===== src/rtl/spi_reg_burst.sv =====
// spi_reg_burst: SPI slave to register-bus bridge with burst access.
//
// The first SPI word of a frame is a command {rw, pad, addr}; every following word is
// write data (rw=0) or read data (rw=1) at an address that auto-increments per word and
// wraps modulo 2^ADDR_W. SPI mode is fixed at elaboration through CPOL/CPHA.
//
// Ports:
//   i_clk, i_rst, i_ena        system clock, synchronous active-high reset, clock enable
//   i_spi_clk/cs_n/mosi        asynchronous SPI pins (synchronised internally)
//   o_spi_miso                 SPI data out, MSB first
//   i_status                   word shifted out during the command word
//   o_reg_addr                 current register access address
//   o_reg_wdata, o_reg_wr_en   write data with single-cycle write strobe
//   o_reg_rd_en, i_reg_rdata   single-cycle read request; data returned one clk later
//   o_frame_active             high while a frame is being serviced
module spi_reg_burst #(
    parameter int unsigned ADDR_W = 7,
    parameter int unsigned REG_W  = 8,
    parameter int unsigned CPOL   = 0,
    parameter int unsigned CPHA   = 1,
    parameter int unsigned SYNC_N = 2
) (
    input  logic              i_clk,
    input  logic              i_rst,
    input  logic              i_ena,
    input  logic              i_spi_clk,
    input  logic              i_spi_cs_n,
    input  logic              i_spi_mosi,
    output logic              o_spi_miso,
    input  logic [REG_W-1:0]  i_status,
    output logic [ADDR_W-1:0] o_reg_addr,
    output logic [REG_W-1:0]  o_reg_wdata,
    output logic              o_reg_wr_en,
    output logic              o_reg_rd_en,
    input  logic [REG_W-1:0]  i_reg_rdata,
    output logic              o_frame_active
);

    localparam int unsigned CNT_W = (REG_W > 1) ? $clog2(REG_W) : 1;
    localparam int unsigned FL_W  = $clog2(SYNC_N + 1);
    localparam logic [CNT_W-1:0] LAST_BIT = CNT_W'(REG_W - 1);
    // Change edge on which the tx shifter holds: with CPHA=1 the first (leading) edge of a
    // word, since the MSB is already presented; with CPHA=0 the trailing edge after the last
    // sample, since the next word may already be loaded.
    localparam logic [CNT_W-1:0] SKIP_CHG = (CPHA == 0) ? CNT_W'(REG_W - 1) : '0;
    localparam logic [FL_W-1:0]  FL_MAX   = FL_W'(SYNC_N);
    localparam logic SCK_IDLE    = (CPOL != 0);
    localparam logic SAMPLE_RISE = (CPOL == CPHA);

    typedef enum logic [1:0] {
        StIdle,
        StCmd,
        StWdata,
        StRdata
    } state_t;

    state_t r_state;
    state_t w_state_next;

    logic [SYNC_N-1:0] r_sck_sync;
    logic [SYNC_N-1:0] r_cs_sync;
    logic [SYNC_N-1:0] r_mosi_sync;
    logic              r_sck_last;
    logic              r_cs_last;
    logic [FL_W-1:0]   r_flush_cnt;
    logic              r_armed;
    logic [CNT_W-1:0]  r_bit_cnt;
    logic [CNT_W-1:0]  r_chg_cnt;
    logic [REG_W-2:0]  r_rx;
    logic [REG_W-1:0]  r_tx;
    logic [ADDR_W-1:0] r_addr;
    logic [REG_W-1:0]  r_wdata;
    logic              r_wr_en;
    logic              r_rd_en;
    logic              r_rd_pend;

    logic              w_sck;
    logic              w_cs;
    logic              w_mosi;
    logic              w_rise;
    logic              w_fall;
    logic              w_sample;
    logic              w_change;
    logic              w_sof;
    logic              w_eof;
    logic              w_busy;
    logic              w_bit;
    logic              w_done;
    logic [REG_W-1:0]  w_word;

    assign w_sck  = r_sck_sync[SYNC_N-1];
    assign w_cs   = r_cs_sync[SYNC_N-1];
    assign w_mosi = r_mosi_sync[SYNC_N-1];

    assign w_rise   = w_sck & ~r_sck_last;
    assign w_fall   = ~w_sck & r_sck_last;
    assign w_sample = SAMPLE_RISE ? w_rise : w_fall;
    assign w_change = SAMPLE_RISE ? w_fall : w_rise;

    // A CS fall is only trusted once the sync chain has flushed after reset and CS has been
    // seen high, so a reset in mid-frame does not look like a fresh frame start.
    assign w_sof  = r_cs_last & ~w_cs & r_armed;
    assign w_eof  = ~r_cs_last & w_cs;
    assign w_busy = (r_state != StIdle);
    assign w_bit  = w_busy & w_sample & ~w_eof;
    assign w_done = w_bit & (r_bit_cnt == LAST_BIT);
    assign w_word = {r_rx, w_mosi};

    // State register
    always_ff @(posedge i_clk) begin
        if (i_rst) begin
            r_state <= StIdle;
        end else if (i_ena) begin
            r_state <= w_state_next;
        end
    end

    // Next-state logic; eof wins over a word completing in the same cycle
    always_comb begin
        w_state_next = r_state;
        case (r_state)
            StIdle:  if (w_sof) w_state_next = StCmd;
            StCmd:   if (w_done) w_state_next = w_word[REG_W-1] ? StRdata : StWdata;
            default: ;
        endcase
        if (w_eof) begin
            w_state_next = StIdle;
        end
    end

    // Synchronisers, bit counting, shifters and register-bus side
    always_ff @(posedge i_clk) begin
        if (i_rst) begin
            r_sck_sync  <= {SYNC_N{SCK_IDLE}};
            r_cs_sync   <= '1;
            r_mosi_sync <= '0;
            r_sck_last  <= SCK_IDLE;
            r_cs_last   <= 1'b1;
            r_flush_cnt <= '0;
            r_armed     <= 1'b0;
            r_bit_cnt   <= '0;
            r_chg_cnt   <= '0;
            r_rx        <= '0;
            r_tx        <= '0;
            r_addr      <= '0;
            r_wdata     <= '0;
            r_wr_en     <= 1'b0;
            r_rd_en     <= 1'b0;
            r_rd_pend   <= 1'b0;
        end else if (i_ena) begin
            r_sck_sync  <= {r_sck_sync[SYNC_N-2:0], i_spi_clk};
            r_cs_sync   <= {r_cs_sync[SYNC_N-2:0], i_spi_cs_n};
            r_mosi_sync <= {r_mosi_sync[SYNC_N-2:0], i_spi_mosi};
            r_sck_last  <= w_sck;
            r_cs_last   <= w_cs;

            if (r_flush_cnt != FL_MAX) begin
                r_flush_cnt <= r_flush_cnt + FL_W'(1);
            end else if (w_cs) begin
                r_armed <= 1'b1;
            end

            r_wr_en   <= 1'b0;
            r_rd_en   <= 1'b0;
            r_rd_pend <= r_rd_en;

            if (!w_busy || w_eof) begin
                r_bit_cnt <= '0;
            end else if (w_bit) begin
                r_bit_cnt <= w_done ? '0 : r_bit_cnt + CNT_W'(1);
            end
            if (w_bit) begin
                r_rx <= w_word[REG_W-2:0];
            end

            // Address steps the cycle after a write strobe
            if (r_wr_en) begin
                r_addr <= r_addr + ADDR_W'(1);
            end

            if (w_done) begin
                case (r_state)
                    StCmd: begin
                        r_addr  <= w_word[ADDR_W-1:0];
                        r_rd_en <= w_word[REG_W-1];
                    end
                    StWdata: begin
                        r_wdata <= w_word;
                        r_wr_en <= 1'b1;
                    end
                    StRdata: begin
                        // Prefetch the next word's data at the following address
                        r_addr  <= r_addr + ADDR_W'(1);
                        r_rd_en <= 1'b1;
                    end
                    default: ;
                endcase
            end

            if (!w_busy || w_eof) begin
                r_chg_cnt <= '0;
                r_tx      <= (!w_busy && w_sof) ? i_status : '0;
            end else begin
                if (w_change) begin
                    r_chg_cnt <= (r_chg_cnt == LAST_BIT) ? '0 : r_chg_cnt + CNT_W'(1);
                end
                if (r_rd_pend) begin
                    r_tx <= i_reg_rdata;
                end else if (w_change && (r_chg_cnt != SKIP_CHG)) begin
                    r_tx <= {r_tx[REG_W-2:0], 1'b0};
                end
            end
        end
    end

    assign o_spi_miso     = r_tx[REG_W-1];
    assign o_reg_addr     = r_addr;
    assign o_reg_wdata    = r_wdata;
    assign o_reg_wr_en    = r_wr_en;
    assign o_reg_rd_en    = r_rd_en;
    assign o_frame_active = (r_state != StIdle);

endmodule


===== config.mk =====
export PLATFORM = sky130hd
export DESIGN_NAME = spi_reg_burst
export DESIGN_NICKNAME = d
export VERILOG_FILES = /design/src/rtl/spi_reg_burst.sv
export SDC_FILE = /design/constraint.sdc
export NUM_CORES = 1
export LEC_CHECK = 0
export BUFFER_PORTS_ARGS = -buffer_cell sky130_fd_sc_hd__buf_2
export CORE_ASPECT_RATIO = 1.25
export CORE_UTILIZATION = 60
export DETAILED_ROUTE_END_ITERATION = 7
export HOLD_SLACK_MARGIN = 0.15
export PLACE_DENSITY = 0.84
export SLEW_MARGIN = 20
export SYNTH_ARGS = -nofsm -noshare
export SYNTH_HDL_FRONTEND = slang
export SYNTH_SLANG_ARGS = --single-unit
export TNS_END_PERCENT = 20

===== constraint.sdc =====
create_clock -name i_clk -period 5.25 [get_ports i_clk]
set_clock_uncertainty 0.1 [all_clocks]
set_input_delay 0.525 -clock i_clk [delete_from_list [all_inputs] [get_ports i_clk]]
set_output_delay 0.525 -clock i_clk [all_outputs]
set_load 0.05 [all_outputs]

==> impl_results.md <==
- Status: complete, no violations
- Antenna violations before repair: 0
- Slowest CP cell: nor2_1
- Post-CTS Resized: 0
- Post-Layout Cell Count: 371
- Crit-path max FO: 13
- Minimum clock period: 2410 ps
- Cell family with most CP delay: simple AND/OR/NAND/NOR gates
- Seq/Total Area, Yosys: 41.2%
- Die X: 60.1 um
- Ys flop type: dfxtp_1
- Crit Path Class: flip-flop to flip-flop
- Post-layout total power: 0.000711 W
- Worst-path clk slew: 90 ps
- Most frequent cells in the layout: nor2_1 (59), dfxtp_1 (52), buf_2 (40), mux2i_1 (31), a21oi_1 (18)
- HPWL Detailed: 3450 um
- Total gr overflow: 0
- RSZ-0062 raised after global routing: false
- CP startpoint kind: flip-flop
- Inst Count DP: 363
- Antenna diodes: 0
- Max rail drop VDD: 0.147 mV
- Clock latency on the worst-skew pair: 310 ps
- Clock root cell: clkbuf_8
- Vias: 2090
- Total clock sinks: 52
- Worst setup EP type: flip-flop
- Share of cells above drive strength 1: 17.8%
- Leak Pwr: 1.16 nW
- FMAX: 415 MHz
- Maxcap violations: 0
- # Post-CTS Setup Buffers: 0
- GPL Wtd Cong: 0.812
- Hold Buf Count CTS: 0
- Drt total wl: 5000 um
- Tcrit/Tclk final: 45.9%
- CP bufs+invs: 0
- EDFF count, synth: 0
- DRC Markers: 0
- CTS tree: built
- Tot GR Track Use: 23.6%
- Syn Inst Count: 286
- Layout filler cell count: 334
- Post-Syn Area: 0.00253 mm^2
- Critical-path cell list: ha_1, ha_1, nand4b_1, nor2_1, or3_1, nor3_1, a211o_1
- Area delta synth->final: 10.6%
- Initial Util: 62.2%
- CP required: 5350 ps
- Vias per cell: 5.63
- Core area: 0.00407 mm^2
- Clk buf depth: 2
- Post-Syn Nets: 315
- DRT antenna net count: 0
- Final layout net count: 343
- Post-synthesis average cell area: 8.84 um^2
- Die area: 0.00448 mm^2
- Largest net degree at the start of global routing: 54
- 1st-iter DRT viols: 140
- Ys Warns: 0
- Cell Area, Placed: 0.00270 mm^2
- H-Tree Level Count: 2
- # IOs: 41
- Setup violators final: 0
- Max Slew Vio Count: 0
- Yosys reg bits: 52
- Async SR Flop Fraction: 0%
- Average wire per standard cell: 13.5 um
- Setup TNS: 0 ps
- PD cells: 254 mW/mm^2
- Crit path largest cell delay: 680 ps
- First-pass GRT wire length: 7870 um
- Max_slew headroom: 39.0%
- Die H: 74.6 um
- CP most frequent cell: ha_1
- Slew of the pin with the lowest slew margin: 916 ps
- Distinct cells, synth: 45
- Critical Path AT: 2510 ps
- Detailed-router iteration count before antenna repair: 4
- Hold Fails Final Rpt: 0
- Vias in the first global route: 1808
- Hold crit path type: input port to flip-flop
- IO buf count: 40
- Rows: 26
- Most common cell after layout, fill and taps aside: nor2_1
- Cell area after layout: 0.00280 mm^2
- CTS Buf Count: 5
## routing by layer
layer	part of all wire, %	wire length (um)	global-route usage, %
met4	2.1	104	11.9
met1	45	2230	29.2
met3	3.5	174	5.57
met5	0	0	0
met2	50	2490	38.1
## cell usage after synthesis (all sizes together), types with 2 or more instances
| library cell | n | area, um^2 |
|---|---|---|
| a211o | 5 | 43.8 |
| a211oi | 12 | 90.1 |
| a21oi | 18 | 90.1 |
| a22oi | 5 | 37.5 |
| a31oi | 3 | 18.8 |
| buf | 9 | 60.1 |
| clkbuf | 10 | 38.8 |
| dfxtp | 52 | 1040 |
| ha | 7 | 87.6 |
| inv | 7 | 26.3 |
| mux2i | 31 | 310 |
| nand2 | 8 | 30.0 |
| nand2b | 4 | 25.0 |
| nand3 | 4 | 20.0 |
| nand3b | 2 | 15.0 |
| nand4 | 2 | 18.8 |
| nor2 | 60 | 233 |
| nor2b | 7 | 51.3 |
| nor3 | 7 | 51.3 |
| o21ai | 7 | 35.0 |
| o22ai | 3 | 18.8 |
| o32ai | 2 | 17.5 |
| or3 | 4 | 25.0 |
| xnor2 | 3 | 26.3 |
| xor2 | 3 | 26.3 |
## worst paths after layout
kind	from	endpoint	slack, ps	cells past startpoint
setup / recovery	r_bit_cnt[0]	o_reg_addr[5]	2840	7
hold / removal	i_spi_cs_n	r_cs_sync[0]	320	2
setup reg to reg	r_bit_cnt[0]	o_reg_addr[5]	2840	7
hold reg to reg	r_cs_sync[0]	r_cs_sync[1]	380	1
## power breakdown
part           switching [W]  internal [W]  total [W]
logic              0.0000369     0.0000241  0.0000610
clock network       0.000130      0.000108   0.000238
registers         0.00000731      0.000405   0.000412
## worst reg2reg max path: stages (launching register included)
cell,delay (ps)
dfxtp_1,360
ha_1,160
ha_1,210
nand4b_1,250
nor2_1,680
or3_1,260
nor3_1,50
a211o_1,240
## cells by family after synthesis
logic type	after synthesis	synth area share, %
xor+xnor	6	2.08
fa+ha+maj	7	3.47
buf+inv	26	4.95
compound gates	61	16.0
flops	52	41.2
simple gates	103	20.0
mux	31	12.3
## metrics by stage
stage	setup WS, ps	hold WS (ps)	util [%]
2_1_floorplan	3270	331	-
3_3_place_gp	2600	348	66.4
3_5_place_dp	2530	360	66.4
4_1_cts	2840	316	68.7
5_1_grt	2610	313	68.7
6_report	2840	320	68.7
## state kept, by name, summed over array words and instances (netlist names), 3 cells and up
name,flops
r_chg_cnt,3
o_reg_wdata,8
r_bit_cnt,3
r_tx,8
o_reg_addr,7
r_rx,7
## final cells by class
| class | count | area [um^2] | share of cell area, % |
|---|---|---|---|
| Clock inverter | 2 | 13.8 | 0.492 |
| Sequential cell | 52 | 1040 | 37.2 |
| Timing Repair Buffer | 40 | 200 | 7.16 |
| Tap cell | 56 | 70.1 | 2.51 |
| Clock buffer | 6 | 82.6 | 2.95 |
| Multi-Input combinational cell | 208 | 1360 | 48.7 |
| Inverter | 7 | 26.3 | 0.940 |
No activity file was read; power rests on OpenSTA's default activity.
